### src/rtl/serial_parity_pkg.sv
// ---------------------------------------------------------------------------
// serial_parity_pkg
// Definitions shared by the serial parity receiver and transmitter:
//   rx_state_t  - frame FSM states (IDLE, DATA, PARITY, STOP)
//   PAR_EVEN    - parity select value for even parity
//   PAR_ODD     - parity select value for odd parity
//   IDLE_LEVEL  - level of the serial line when no frame is in flight
// ---------------------------------------------------------------------------
package serial_parity_pkg;

    typedef enum logic [1:0] {
        IDLE   = 2'd0,
        DATA   = 2'd1,
        PARITY = 2'd2,
        STOP   = 2'd3
    } rx_state_t;

    localparam bit PAR_EVEN   = 1'b0;
    localparam bit PAR_ODD    = 1'b1;
    localparam bit IDLE_LEVEL = 1'b1;

endpackage : serial_parity_pkg

### src/rtl/parity_accum.sv
// ---------------------------------------------------------------------------
// parity_accum
// One-bit running XOR register, shared between the parity receiver and
// transmitter.
// Ports:
//   clk   - system clock, rising edge
//   rst_n - synchronous active-low reset, clears the accumulator
//   clr   - synchronous clear (takes priority over en)
//   en    - when high, din is XORed into the accumulator
//   din   - data bit to fold in
//   acc   - current XOR of all bits folded in since the last clear
// ---------------------------------------------------------------------------
module parity_accum (
    input  logic clk,
    input  logic rst_n,
    input  logic clr,
    input  logic en,
    input  logic din,
    output logic acc
);

    always_ff @(posedge clk) begin
        if (!rst_n) begin
            acc <= 1'b0;
        end else if (clr) begin
            acc <= 1'b0;
        end else if (en) begin
            acc <= acc ^ din;
        end
    end

endmodule : parity_accum

### src/rtl/serial_parity_rx.sv
// ---------------------------------------------------------------------------
// serial_parity_rx
// Receives one serial frame per transfer: start bit (low), DATA_W data bits
// LSB first, one parity bit, one stop bit (high). The line is sampled only
// on cycles where bit_en is high.
// Parameters:
//   DATA_W     - data bits per frame (1..32)
//   PARITY_ODD - PAR_EVEN (0) or PAR_ODD (1)
// Ports:
//   clk        - system clock, rising edge
//   rst_n      - synchronous active-low reset
//   bit_en     - one-cycle strobe, one per bit period; rx_in sampled here
//   rx_in      - serial line, idle high
//   data_out   - last successfully received word, held between frames
//   data_valid - one-cycle pulse after a frame with a high stop bit
//   parity_err - parity result of the last good frame, held
//   frame_err  - one-cycle pulse after a frame whose stop bit was low
//   busy       - high while a frame is in progress
// ---------------------------------------------------------------------------
module serial_parity_rx
    import serial_parity_pkg::*;
#(
    parameter int DATA_W     = 8,
    parameter bit PARITY_ODD = PAR_EVEN
) (
    input  logic              clk,
    input  logic              rst_n,
    input  logic              bit_en,
    input  logic              rx_in,
    output logic [DATA_W-1:0] data_out,
    output logic              data_valid,
    output logic              parity_err,
    output logic              frame_err,
    output logic              busy
);

    // One extra bit so the counter can reach DATA_W without wrapping.
    localparam int CNT_W = $clog2(DATA_W) + 1;

    rx_state_t         state_q;
    rx_state_t         state_d;
    logic [DATA_W-1:0] shreg_q;
    logic [DATA_W-1:0] shreg_d;
    logic [CNT_W-1:0]  cnt_q;
    logic              perr_q;
    logic              acc;
    logic              start_bit;
    logic              last_bit;
    logic              acc_en;

    assign start_bit = bit_en && (state_q == IDLE) && (rx_in != IDLE_LEVEL);
    assign last_bit  = (cnt_q == CNT_W'(DATA_W - 1));
    assign acc_en    = bit_en && (state_q == DATA);
    assign busy      = (state_q != IDLE);

    parity_accum u_parity_accum (
        .clk   (clk),
        .rst_n (rst_n),
        .clr   (start_bit),
        .en    (acc_en),
        .din   (rx_in),
        .acc   (acc)
    );

    // State register
    always_ff @(posedge clk) begin
        if (!rst_n) begin
            state_q <= IDLE;
        end else begin
            state_q <= state_d;
        end
    end

    // Next state: only advances on bit_en. A low stop bit returns to IDLE
    // and is not reinterpreted as a start bit.
    always_comb begin
        state_d = state_q;
        if (bit_en) begin
            case (state_q)
                IDLE:    if (rx_in != IDLE_LEVEL) state_d = DATA;
                DATA:    if (last_bit)            state_d = PARITY;
                PARITY:                           state_d = STOP;
                STOP:                             state_d = IDLE;
                default:                          state_d = IDLE;
            endcase
        end
    end

    // Place the incoming bit at position cnt_q (LSB first).
    always_comb begin
        shreg_d = shreg_q;
        for (int i = 0; i < DATA_W; i++) begin
            if (cnt_q == CNT_W'(i)) begin
                shreg_d[i] = rx_in;
            end
        end
    end

    // Datapath and status outputs. Pulses clear on every edge, bit_en or not.
    always_ff @(posedge clk) begin
        if (!rst_n) begin
            shreg_q    <= '0;
            cnt_q      <= '0;
            perr_q     <= 1'b0;
            data_out   <= '0;
            data_valid <= 1'b0;
            parity_err <= 1'b0;
            frame_err  <= 1'b0;
        end else begin
            data_valid <= 1'b0;
            frame_err  <= 1'b0;
            if (bit_en) begin
                case (state_q)
                    IDLE: begin
                        if (rx_in != IDLE_LEVEL) begin
                            shreg_q <= '0;
                            cnt_q   <= '0;
                        end
                    end
                    DATA: begin
                        shreg_q <= shreg_d;
                        cnt_q   <= cnt_q + 1'b1;
                    end
                    PARITY: begin
                        perr_q <= ((acc ^ rx_in) != PARITY_ODD);
                    end
                    STOP: begin
                        if (rx_in) begin
                            data_out   <= shreg_q;
                            parity_err <= perr_q;
                            data_valid <= 1'b1;
                        end else begin
                            frame_err  <= 1'b1;
                        end
                    end
                    default: ;
                endcase
            end
        end
    end

endmodule : serial_parity_rx
### config.mk
export PLATFORM = sky130hd
export DESIGN_NAME = serial_parity_rx
export DESIGN_NICKNAME = d
export VERILOG_FILES = /design/src/rtl/serial_parity_pkg.sv /design/src/rtl/parity_accum.sv /design/src/rtl/serial_parity_rx.sv
export SDC_FILE = /design/constraint.sdc
export NUM_CORES = 1
export LEC_CHECK = 0
export ABC_AREA = 1
export BUFFER_PORTS_ARGS = -buffer_cell sky130_fd_sc_hd__buf_2
export CORE_UTILIZATION = 55
export DETAILED_ROUTE_END_ITERATION = 7
export PLACE_DENSITY = 0.79
export SKIP_LAST_GASP = 1
export SYNTH_ARGS = -nofsm -noshare
export SYNTH_HDL_FRONTEND = slang
export SYNTH_HIERARCHICAL = 1
export SYNTH_SLANG_ARGS = --single-unit
### constraint.sdc
create_clock -name clk -period 2.61 [get_ports clk]
set_clock_uncertainty 0.05 [all_clocks]
set_input_delay 0.3915 -clock clk [delete_from_list [all_inputs] [get_ports clk]]
set_output_delay 0.3915 -clock clk [all_outputs]
set_load 0.02 [all_outputs]
# Word-level counts from Yosys, hierarchy flattened
# Cells that the tools add are included.
totals:
  register_bits: 27
  inputBits: 4
  wordCells: 77
op_classes:
  addsub: 1
  n_eq_ne: 19
  mux: 17
  bitwise: 3
  reduce_logical: 21
ops:
  columns: ["cell", "n"]
  rows:
  - ["AND reduction 4 bit", 8]
  - ["equality test 4 x 3 -> 1 bit, second input constant", 4]
  - ["case mux 8 bit (2 select lines)", 1]
  - ["!= test 2 x 1 -> 1 bit, second input constant", 7]
  - ["AND reduction 3 bit", 4]
  - ["two-way mux 1 bit", 10]
  - ["equality test 4 x 2 -> 1 bit, second input constant", 2]
  - ["two-way mux 8 bit", 1]
  - ["case mux 2 bit (4 select lines)", 1]
  - ["case mux 4 bit (2 select lines)", 1]
  - ["adder 4 x 1 -> 4 bit, second input constant", 1]
  - ["equality test 2 bit, second input constant", 2]
  - ["equality test 4 x 1 -> 1 bit, second input constant", 1]
  - ["zero test 4 bit", 1]
  - ["two-way mux 2 bit", 2]
  - ["two-way mux 4 bit", 1]
  - ["!= test 2 bit, second input constant", 2]
  - ["nonzero test 2 bit", 2]
  - ["logical AND 1 bit", 3]
  - ["equality test 2 x 1 -> 1 bit, second input constant", 1]
  - ["zero test 2 bit", 1]
  - ["inverter 1 bit", 2]
  - ["AND reduction 2 bit", 1]
  - ["OR reduction 2 bit", 1]
  - ["XOR 1 bit", 1]

# Longest topological paths before layout
# Gate-level depths: netlist (run 1).
depth:
  word_depth: 4
  depth_mapped: 10
  depth_no_buf: 9

# Cells and area by module
# The synthesis (run 1) kept the hierarchy.
modules_own_cells:
  columns: ["mod", "n_inst", "cells_each", "area_each_um2", "seq_area_each_um2"]
  rows:
  - ["serial_parity_rx", 1, 175, 1270.0, 520.5]
  - ["parity_accum", 1, 7, 47.5, 20.0]

# Least setup slack after synthesis (run 1)
# No wires, ideal clock.
synth_timing:
  path_type: "register to register"
  startpoint: "register state_q[0]"
  endpoint: "register shreg_q[0]"
  t_arrival_ns: 1.265
  t_required_ns: 2.445
  setup_slack_ns: 1.180
  path_stages_with_launch: 8
  path_buffers: 1
  cell_sequence: "dfxtp_1 inv_1 ha_1 nor2_1 nor2_4 buf_6 a21oi_1 nor2_1"
synth_via:
  elab_chain_len: 3
synth_lines:
  columns: ["element", "line_no", "text"]
  rows:
  - ["start: declaration", "serial_parity_rx.sv:40", "rx_state_t state_q;"]
  - ["start signal: assignment", "serial_parity_rx.sv:70", "state_q <= state_d;"]
  - ["equality test 2 x 1 -> 1 bit or zero test 2 bit (tied branches)", "serial_parity_rx.sv:113", "case (state_q)"]
  - ["!= test 2 x 1 -> 1 bit (no source line), or another cell as far along", null, null]
  - ["AND reduction 4 bit (no source line)", null, null]
  - ["end signal: assignment", "serial_parity_rx.sv:121", "shreg_q <= shreg_d;"]
  - ["end: declaration", "serial_parity_rx.sv:42", "logic [DATA_W-1:0] shreg_q;"]
# Several ways; a longest one is shown, not always the timed one.
# A chain may end at the register's enable or synchronous reset.

# Worst setup path after layout (run 1)
layout_timing:
  startpoint: "register state_q[1]"
  endpoint: "register shreg_q[1]"
# The elaborated chain is that of the path after synthesis.

==> key figures, run 1 <==
Drt
  – Routed wire length per instance: 11.1 µm
  – Number of vias after detailed routing: 1,153
  – Met2 wire length: 1230 µm
  – Number of iterations in the first detailed-routing pass: 4
  – Number of antenna-violating nets in the routed design: 0
  – Starting DRC count in detailed routing: 21
  – Highest metal used: met4
  – Drt via density: 5.17
  – Post-route met1 wirelength: 1100 µm
  – Total wire length: 2480 µm
  – Sum of met3 wire segment lengths after detailed routing: 111 µm
  – Residual DRC: 0

Critical path
  – Cell repeated most along the worst path: sky130_fd_sc_hd__nor2_1
  – Crit. End Element: register
  – Data required time of the worst path: 2.80 ns
  – Depth of the worst register-to-register path: 7
  – WP data arrival: 2.10 ns
  – R2r setup slk: 0.70 ns
  – Largest incremental delay on the critical path: 0.43 ns
  – Crit Path Class: register to register
  – Capture point of the worst reg-to-reg path: shreg_q[1]
  – Cell-by-cell listing of the critical path: inv_1, ha_1, nor2_1, nor2_4, nand3_1, nand2_1, nor2_1
  – Combined buffer and inverter count along the critical path: 1
  – Highest fanout seen on the critical path: 21
  – Launch instance of the worst register-to-register path: state_q[1]
  – Critical Path Slowest Stage Cell: sky130_fd_sc_hd__ha_1
  – Family of cells with the greatest summed delay on the critical path: simple AND/OR/NAND/NOR gates
  – Critical Path Source Type: register

CTS
  – Bufs on Longest Clock Path: 2
  – Number of levels in the clock H-tree: 1
  – Clk pin slew, worst setup/hold paths: 0.15 ns
  – Post-cts sizing count: 0
  – Root Buffer: sky130_fd_sc_hd__clkbuf_4
  – Later-pin clock latency in the skew report: 0.33 ns
  – Number of buffers inserted by post-CTS setup repair: 0
  – CTS tree: done
  – Hold-fix buffer count after cts: 0
  – Number of clock sinks: 27
  – CTS Buf Count: 3

Final layout
  – Most common cell after layout, fill and taps aside: sky130_fd_sc_hd__nand2_1
  – Area of combinational cells with multiple inputs: 647 µm²
  – Register Area: 541 µm²
  – Most frequent cells in the layout: sky130_fd_sc_hd__nand2_1 (34), sky130_fd_sc_hd__dfxtp_1 (27), sky130_fd_sc_hd__inv_1 (24), sky130_fd_sc_hd__a21oi_1 (24), sky130_fd_sc_hd__nor2_1 (20)
  – Final core occ: 0.635
  – Fill cell total of the finished layout: 208
  – Count of inserted antenna diode cells: 0
  – Final standard cell count with taps included and fillers excluded: 223
  – Ratio of cells with drive above 1 in the final layout: 0.123
  – Net count reported at finish: 209
  – Layout area overhead: 7.60%

Timing
  – Setup repair after global routing missed its margin: false
  – Post-route worst hold slack: 0.266 ns
  – Total count of max-transition violations in the final report: 0
  – Tcrit/Tclk final: 0.730
  – Final Critical Period: 1.91 ns
  – Fmax: 525 MHz
  – Transition time at the pin with the least slew margin: 0.465 ns
  – Count of final setup violators: 0
  – Tightest slew margin relative to the limit: 0.689
  – Final number of hold-violating endpoints: 0
  – Final setup TNS: 0 ns

Pwr
  – Total Power Consumption: 814 µW
  – Fraction of power consumed by the clock network: 0.227
  – P_sw: 256 µW
  – Highest ir drop seen on vdd: 0.370 mV
  – Share of total power in sequential cells: 0.560
  – Part of the total power dissipated in combinational logic: 0.213
  – Cell-internal power: 558 µW
  – Switching share of power: 0.314
  – Static power due to leakage: 0.629 nW
  – Power density over the cells: 574 nW/µm²

Run status
  – Result of the run: finished clean

Global routing
  – Pin count of the biggest net entering global routing: 24
  – Overall routing resource usage: 0.212
  – Number of global-route vias before repair: 1,026
  – Global-route wire length before repair: 4170 µm
  – Overflow left after global routing: 0
  – Number of antenna violations at the first check in global routing: 0

Place
  – Placed Cells: 219
  – DP Wirelength: 1860 µm
  – Total of buffers placed on input and output ports: 15
  – Routability congestion estimate: 0.882

Min path
  – Worst min-delay path category: primary input to register
  – Hold Startpoint: rx_in
  – Hold-critical path endpoint: frame_err
  – Hold Path Cell Cnt: 2

Floorplanning
  – Core footprint: 2230 µm²
  – Number of ports placed on the die boundary: 16
  – Die boundary height: 50.9 µm
  – Die footprint: 2600 µm²
  – Rows: 17
  – DIE WIDTH: 50.9 µm
  – Starting density of the core: 0.590

Synth
  – Post-synthesis cell type count: 17
  – Number of cells produced by synthesis: 182
  – Number of register bits inferred by synthesis: 27
  – Synth Warn #: 6
  – Mapped Area: 1320 µm²
  – Area share of the largest cell type after synthesis: 0.410
  – Largest cells by area after synthesis: sky130_fd_sc_hd__dfxtp_1 (41%), sky130_fd_sc_hd__nand2_1 (9.7%), sky130_fd_sc_hd__a21oi_1 (9.1%)
  – Post-synthesis cell type with the largest combined area: sky130_fd_sc_hd__dfxtp_1
  – Avg Cell Area, Syn: 7.24 µm²
  – Proportion of synthesized chip area in sequential cells: 0.410
  – Net count after synthesis: 195

Job
  – Max-cap check violation count: 0
sequential cells by signal, indices dropped and copies added, names as in the netlist:
signal / count
frame_err: 1
perr_q: 1
cnt_q: 4
data_out: 8
parity_err: 1
state_q: 2
shreg_q: 8
data_valid: 1
u_parity_accum/acc: 1
power by group through the flow:
stage | registers [mW] | logic (mW) | clock network (mW)
floorplan | 0.463 | 0.144 | 0
global placement | 0.464 | 0.163 | 0
detailed placement | 0.465 | 0.172 | 0
CTS | 0.456 | 0.173 | 0.190
global route | 0.459 | 0.200 | 0.204
finish | 0.456 | 0.173 | 0.184
worst reg2reg max path: cells and delay by family, from the launching register on:
family / cells / cell delay [ns]
simple gates: 5 / 0.86
flops: 1 / 0.37
buf+inv: 1 / 0.11
fa+ha+maj: 1 / 0.43
synth_stat cells:
cell type,number
sky130_fd_sc_hd__nand2_1,34
sky130_fd_sc_hd__buf_2,2
sky130_fd_sc_hd__nor2_1,20
sky130_fd_sc_hd__nor2_2,1
sky130_fd_sc_hd__inv_1,24
sky130_fd_sc_hd__ha_1,9
sky130_fd_sc_hd__buf_6,2
sky130_fd_sc_hd__a21oi_1,24
sky130_fd_sc_hd__o21ai_0,12
sky130_fd_sc_hd__clkbuf_1,2
sky130_fd_sc_hd__nand2_2,2
sky130_fd_sc_hd__nand3_2,1
sky130_fd_sc_hd__xnor2_1,1
sky130_fd_sc_hd__nand3b_1,1
sky130_fd_sc_hd__nand3_1,19
sky130_fd_sc_hd__nor2_4,1
sky130_fd_sc_hd__dfxtp_1,27
layer usage:
layer,vias up,track usage
met5,-,0
met4,0,0.0880
met3,6,0.0565
li1,604,-
met1,516,0.234
met2,27,0.377
stage by stage:
stage / setup WS [ns] / area, µm²
2_1_floorplan: 1.18 / 1320
5_1_grt: 0.529 / 1420
4_1_cts: 0.718 / 1420
3_3_place_gp: 0.869 / 1390
3_5_place_dp: 0.769 / 1390
6_report: 0.704 / 1420
kinds of logic after synthesis:
logic type	after synthesis	share of synthesized area
AOI/OAI and AO/OA	36	0.137
xor gates and xnor gates	1	0.00665
adders and majority gates	9	0.0855
buffers and inverters	30	0.0988
DFF	27	0.410
and+or+nand+nor	79	0.262
worst max path at each step:
stage / start / endpoint / slack (ns) / cells after the start
2_1_floorplan: state_q[0] / shreg_q[0] / 1.18 / 7
3_3_place_gp: state_q[1] / shreg_q[5] / 0.87 / 7
3_5_place_dp: state_q[1] / cnt_q[0] / 0.77 / 6
4_1_cts: state_q[1] / cnt_q[0] / 0.72 / 6
5_1_grt: state_q[1] / shreg_q[5] / 0.53 / 7
6_report: state_q[1] / shreg_q[1] / 0.70 / 7
final cells by class:
| class | count | area share |
|---|---|---|
| Clock buffer | 3 | 0.0159 |
| Timing Repair Buffer | 15 | 0.0530 |
| Clock inverter | 1 | 0.00530 |
| Tap cell | 28 | 0.0247 |
| Multi-Input combinational cell | 125 | 0.456 |
| Sequential cell | 27 | 0.381 |
| Inverter | 24 | 0.0635 |
Note: power is estimated with default switching activity, not from simulation.
==> run 2, diff against run 1 <==
--- a/config.mk
+++ b/config.mk
@@ -5,7 +5,7 @@
 export SDC_FILE = /design/constraint.sdc
 export NUM_CORES = 1
 export LEC_CHECK = 0
-export ABC_AREA = 1
+export ABC_AREA = 0
 export BUFFER_PORTS_ARGS = -buffer_cell sky130_fd_sc_hd__buf_2
 export CORE_UTILIZATION = 55
 export DETAILED_ROUTE_END_ITERATION = 7
==> constraint.sdc (replaced) <==
create_clock -name clk -period 1.9 [get_ports clk]
set_clock_uncertainty 0.05 [all_clocks]
set_input_delay 0.285 -clock clk [delete_from_list [all_inputs] [get_ports clk]]
set_output_delay 0.285 -clock clk [all_outputs]
set_load 0.02 [all_outputs]
==> run 2 against run 1 <==
  * Combinational power is 16% lower
  * Power is 20% higher
  * Clock power is 36% higher
  * First-iteration DRC count is 14% lower
  * Global-route usage is 0.48 points higher
  * Cell count is 10% lower
  * Routed wire length is 2.2% lower
  * Die area is 0.45% higher
  * Flip-flop and latch count stayed put
  * Count of clock-buffer cells in the layout stayed put
  * Via count is 6.8% lower
==> key figures, run 2 <==
Final layout
  – Final standard cell count with taps included and fillers excluded: 200 (was 223)
  – Count of inserted antenna diode cells: 0 (unchanged)
  – Ratio of cells with drive above 1 in the final layout: 0.174 (was 0.123)
  – Net count reported at finish: 186 (was 209)
  – Most common cell after layout, fill and taps aside: sky130_fd_sc_hd__nand2_1 (unchanged)
  – Most frequent cells in the layout: sky130_fd_sc_hd__nand2_1 (45), sky130_fd_sc_hd__dfxtp_1 (27), sky130_fd_sc_hd__a21oi_1 (18), sky130_fd_sc_hd__buf_2 (15), sky130_fd_sc_hd__ha_1 (9) (was sky130_fd_sc_hd__nand2_1 (34), sky130_fd_sc_hd__dfxtp_1 (27), sky130_fd_sc_hd__inv_1 (24), sky130_fd_sc_hd__a21oi_1 (24), sky130_fd_sc_hd__nor2_1 (20))
  – Layout area overhead: 8.79% (was 7.60%)
  – Largest regs: data_out: 8 flops, shreg_q: 8 flops, cnt_q: 4 flops (unchanged)

Critical path
  – Data required time of the worst path: 2.13 ns (was 2.80 ns)
  – Capture point of the worst reg-to-reg path: shreg_q[7] (was shreg_q[1])
  – Highest fanout seen on the critical path: 10 (was 21)
  – Launch instance of the worst register-to-register path: state_q[0] (was state_q[1])
  – R2r setup slk: 0.14 ns (was 0.70 ns)
  – Critical Path Source Type: register (unchanged)
  – Crit. End Element: register (unchanged)
  – Depth of the worst register-to-register path: 6 (was 7)
  – WP data arrival: 1.99 ns (was 2.10 ns)
  – Crit Path Class: register to register (unchanged)

Min path
  – Hold Path Cell Cnt: 3 (was 2)
  – Worst min-delay path category: primary input to register (unchanged)
  – Hold-critical path endpoint: shreg_q[7] (was frame_err)
  – Hold Startpoint: rx_in (unchanged)

Synth
  – Net count after synthesis: 171 (was 195)
  – Mapped Area: 1320 µm² (about the same)
  – Post-synthesis cell type with the largest combined area: sky130_fd_sc_hd__dfxtp_1 (unchanged)
  – Number of cells produced by synthesis: 158 (was 182)
  – Synth cell count leaders: sky130_fd_sc_hd__nand2_1 (45), sky130_fd_sc_hd__dfxtp_1 (27), sky130_fd_sc_hd__a21oi_1 (18) (was sky130_fd_sc_hd__nand2_1 (34), sky130_fd_sc_hd__dfxtp_1 (27), sky130_fd_sc_hd__a21oi_1 (24), sky130_fd_sc_hd__inv_1 (24), sky130_fd_sc_hd__nor2_1 (20))
  – Leading cell type by number of instances after synthesis: sky130_fd_sc_hd__nand2_1 (unchanged)
  – Share of flip-flops with an asynchronous set or reset after synthesis: 0 (unchanged)
  – EDFF count, synth: 0 (unchanged)
  – Number of register bits inferred by synthesis: 27 (unchanged)
  – Proportion of synthesized chip area in sequential cells: 0.408 (was 0.410)
  – Main synth FF type: sky130_fd_sc_hd__dfxtp_1 (unchanged)
  – Avg Cell Area, Syn: 8.38 µm² (was 7.24 µm²)
  – Largest cells by area after synthesis: sky130_fd_sc_hd__dfxtp_1 (41%), sky130_fd_sc_hd__nand2_1 (13%), sky130_fd_sc_hd__ha_1 (8.5%) (was sky130_fd_sc_hd__dfxtp_1 (41%), sky130_fd_sc_hd__nand2_1 (9.7%), sky130_fd_sc_hd__a21oi_1 (9.1%))
  – Post-synthesis cell type count: 34 (was 17)
  – Area share of the largest cell type after synthesis: 0.408 (was 0.410)
  – Synth Warn #: 6 (unchanged)

CTS
  – Number of levels in the clock H-tree: 1 (unchanged)
  – Number of clock sinks: 27 (unchanged)
  – CTS tree: done (unchanged)
  – Clk pin slew, worst setup/hold paths: 0.15 ns (about the same)
  – Post-cts sizing count: 0 (unchanged)
  – Root Buffer: sky130_fd_sc_hd__clkbuf_4 (unchanged)
  – CTS Buf Count: 3 (unchanged)
  – Number of buffers inserted by post-CTS setup repair: 0 (unchanged)
  – Later-pin clock latency in the skew report: 0.33 ns (about the same)
  – Bufs on Longest Clock Path: 2 (unchanged)
  – Hold-fix buffer count after cts: 0 (unchanged)

Timing
  – Setup WS post-layout: 0.143 ns (was 0.704 ns)
  – Fmax: 569 MHz (was 525 MHz)
  – Count of final setup violators: 0 (unchanged)
  – Final number of hold-violating endpoints: 0 (unchanged)
  – Total count of max-transition violations in the final report: 0 (unchanged)
  – Tcrit/Tclk final: 0.925 (was 0.730)
  – Final setup TNS: 0 ns (unchanged)
  – Tightest slew margin relative to the limit: 0.681 (was 0.689)
  – Post-route worst hold slack: 0.257 ns (was 0.266 ns)
  – Transition time at the pin with the least slew margin: 0.475 ns (was 0.465 ns)
  – Final Critical Period: 1.76 ns (was 1.91 ns)
  – Setup repair after global routing missed its margin: false (unchanged)

Floorplanning
  – DIE WIDTH: 51.1 µm (was 50.9 µm)
  – Rows: 17 (unchanged)
  – Core footprint: 2230 µm² (unchanged)
  – Die boundary height: 51.1 µm (was 50.9 µm)
  – Starting density of the core: 0.593 (was 0.590)
  – Number of ports placed on the die boundary: 16 (unchanged)
  – Die footprint: 2610 µm² (was 2600 µm²)

Drt
  – Post-route met1 wirelength: 1210 µm (was 1100 µm)
  – Number of antenna-violating nets in the routed design: 0 (unchanged)
  – Starting DRC count in detailed routing: 18 (was 21)
  – Routed wire length per instance: 12.1 µm (was 11.1 µm)
  – Number of vias after detailed routing: 1,075 (was 1,153)
  – Residual DRC: 0 (unchanged)
  – Met2 wire length: 1070 µm (was 1230 µm)
  – Highest metal used: met4 (unchanged)
  – Drt via density: 5.38 (was 5.17)
  – Sum of met3 wire segment lengths after detailed routing: 84 µm (was 111 µm)
  – Total wire length: 2420 µm (was 2480 µm)
  – Number of iterations in the first detailed-routing pass: 4 (unchanged)

Run status
  – Result of the run: finished clean (unchanged)

Global routing
  – Overflow left after global routing: 0 (unchanged)
  – Number of antenna violations at the first check in global routing: 0 (unchanged)
  – Pin count of the biggest net entering global routing: 17 (was 24)
  – Number of global-route vias before repair: 978 (was 1,026)
  – Overall routing resource usage: 0.217 (was 0.212)
  – Global-route wire length before repair: 4280 µm (was 4170 µm)

Pwr
  – Total Power Consumption: 978 µW (was 814 µW)
  – Highest ir drop seen on vdd: 0.352 mV (was 0.370 mV)
  – Static power due to leakage: 0.594 nW (was 0.629 nW)
  – Power density over the cells: 679 nW/µm² (was 574 nW/µm²)

Place
  – Placed Cells: 196 (was 219)
  – Routability congestion estimate: 0.790 (was 0.882)
  – DP Wirelength: 1750 µm (was 1860 µm)
  – Worst setup slack before clock tree synthesis: 0.168 ns (was 0.769 ns)
  – Total of buffers placed on input and output ports: 15 (unchanged)

Job
  – Max-cap check violation count: 0 (unchanged)
[run 2: how the worst max path moves through the flow]
stage	end	slack [ns]	cells past startpoint	start
2_1_floorplan	shreg_q[7]	0.35	6	state_q[0]
3_3_place_gp	shreg_q[7]	0.27	6	state_q[0]
3_5_place_dp	shreg_q[7]	0.17	6	state_q[0]
4_1_cts	busy	0.14	4	state_q[0]
5_1_grt	shreg_q[7]	0.03	6	state_q[0]
6_report	shreg_q[7]	0.14	6	state_q[0]
[run 2: through the flow]
step	utilization	cell area, µm²
floorplan	-	1320
global placement	0.632	1410
detailed placement	0.632	1410
CTS	0.645	1440
global route	0.645	1440
finish	0.645	1440
[run 2: cells by family after synthesis]
family | count (synthesis) | share of synthesized area
AOI/OAI and AO/OA | 37 | 0.181
xor gates and xnor gates | 3 | 0.0199
adders and majority gates | 9 | 0.0851
buffers and inverters | 13 | 0.0416
DFF | 27 | 0.408
muxes | 2 | 0.0151
and+or+nand+nor | 67 | 0.250
[run 2: metal layers]
layer / vias to the layer above / global-route usage
li1: 557 / -
met1: 488 / 0.275
met2: 23 / 0.364
met3: 7 / 0.0268
met4: 0 / 0.0972
met5: - / 0
[run 2: layout make-up]
| type | instances | area [µm²] |
|---|---|---|
| clock buffer | 3 | 22.5 |
| clock inverter | 1 | 5.00 |
| fill | 195 | 793 |
| inverter | 7 | 26.3 |
| multi-input combinational | 118 | 728 |
| sequential | 27 | 541 |
| tap | 28 | 35.0 |
| timing repair buffer | 16 | 82.6 |
[run 2: where the power goes]
part / total [mW] / switching (mW) / internal [mW] / leakage (nW)
sequential: 0.581 / 0.00754 / 0.574 / 0.218
combinational: 0.145 / 0.0896 / 0.0556 / 0.359
clock: 0.251 / 0.172 / 0.0792 / 0.0177
[run 2: worst max-delay path, stage by stage (launching register included)]
cell,delay [ns]
sky130_fd_sc_hd__dfxtp_1,0.43
sky130_fd_sc_hd__inv_1,0.11
sky130_fd_sc_hd__ha_1,0.30
sky130_fd_sc_hd__nor2b_4,0.18
sky130_fd_sc_hd__o21ai_4,0.28
sky130_fd_sc_hd__nand2b_4,0.19
sky130_fd_sc_hd__mux2i_1,0.16
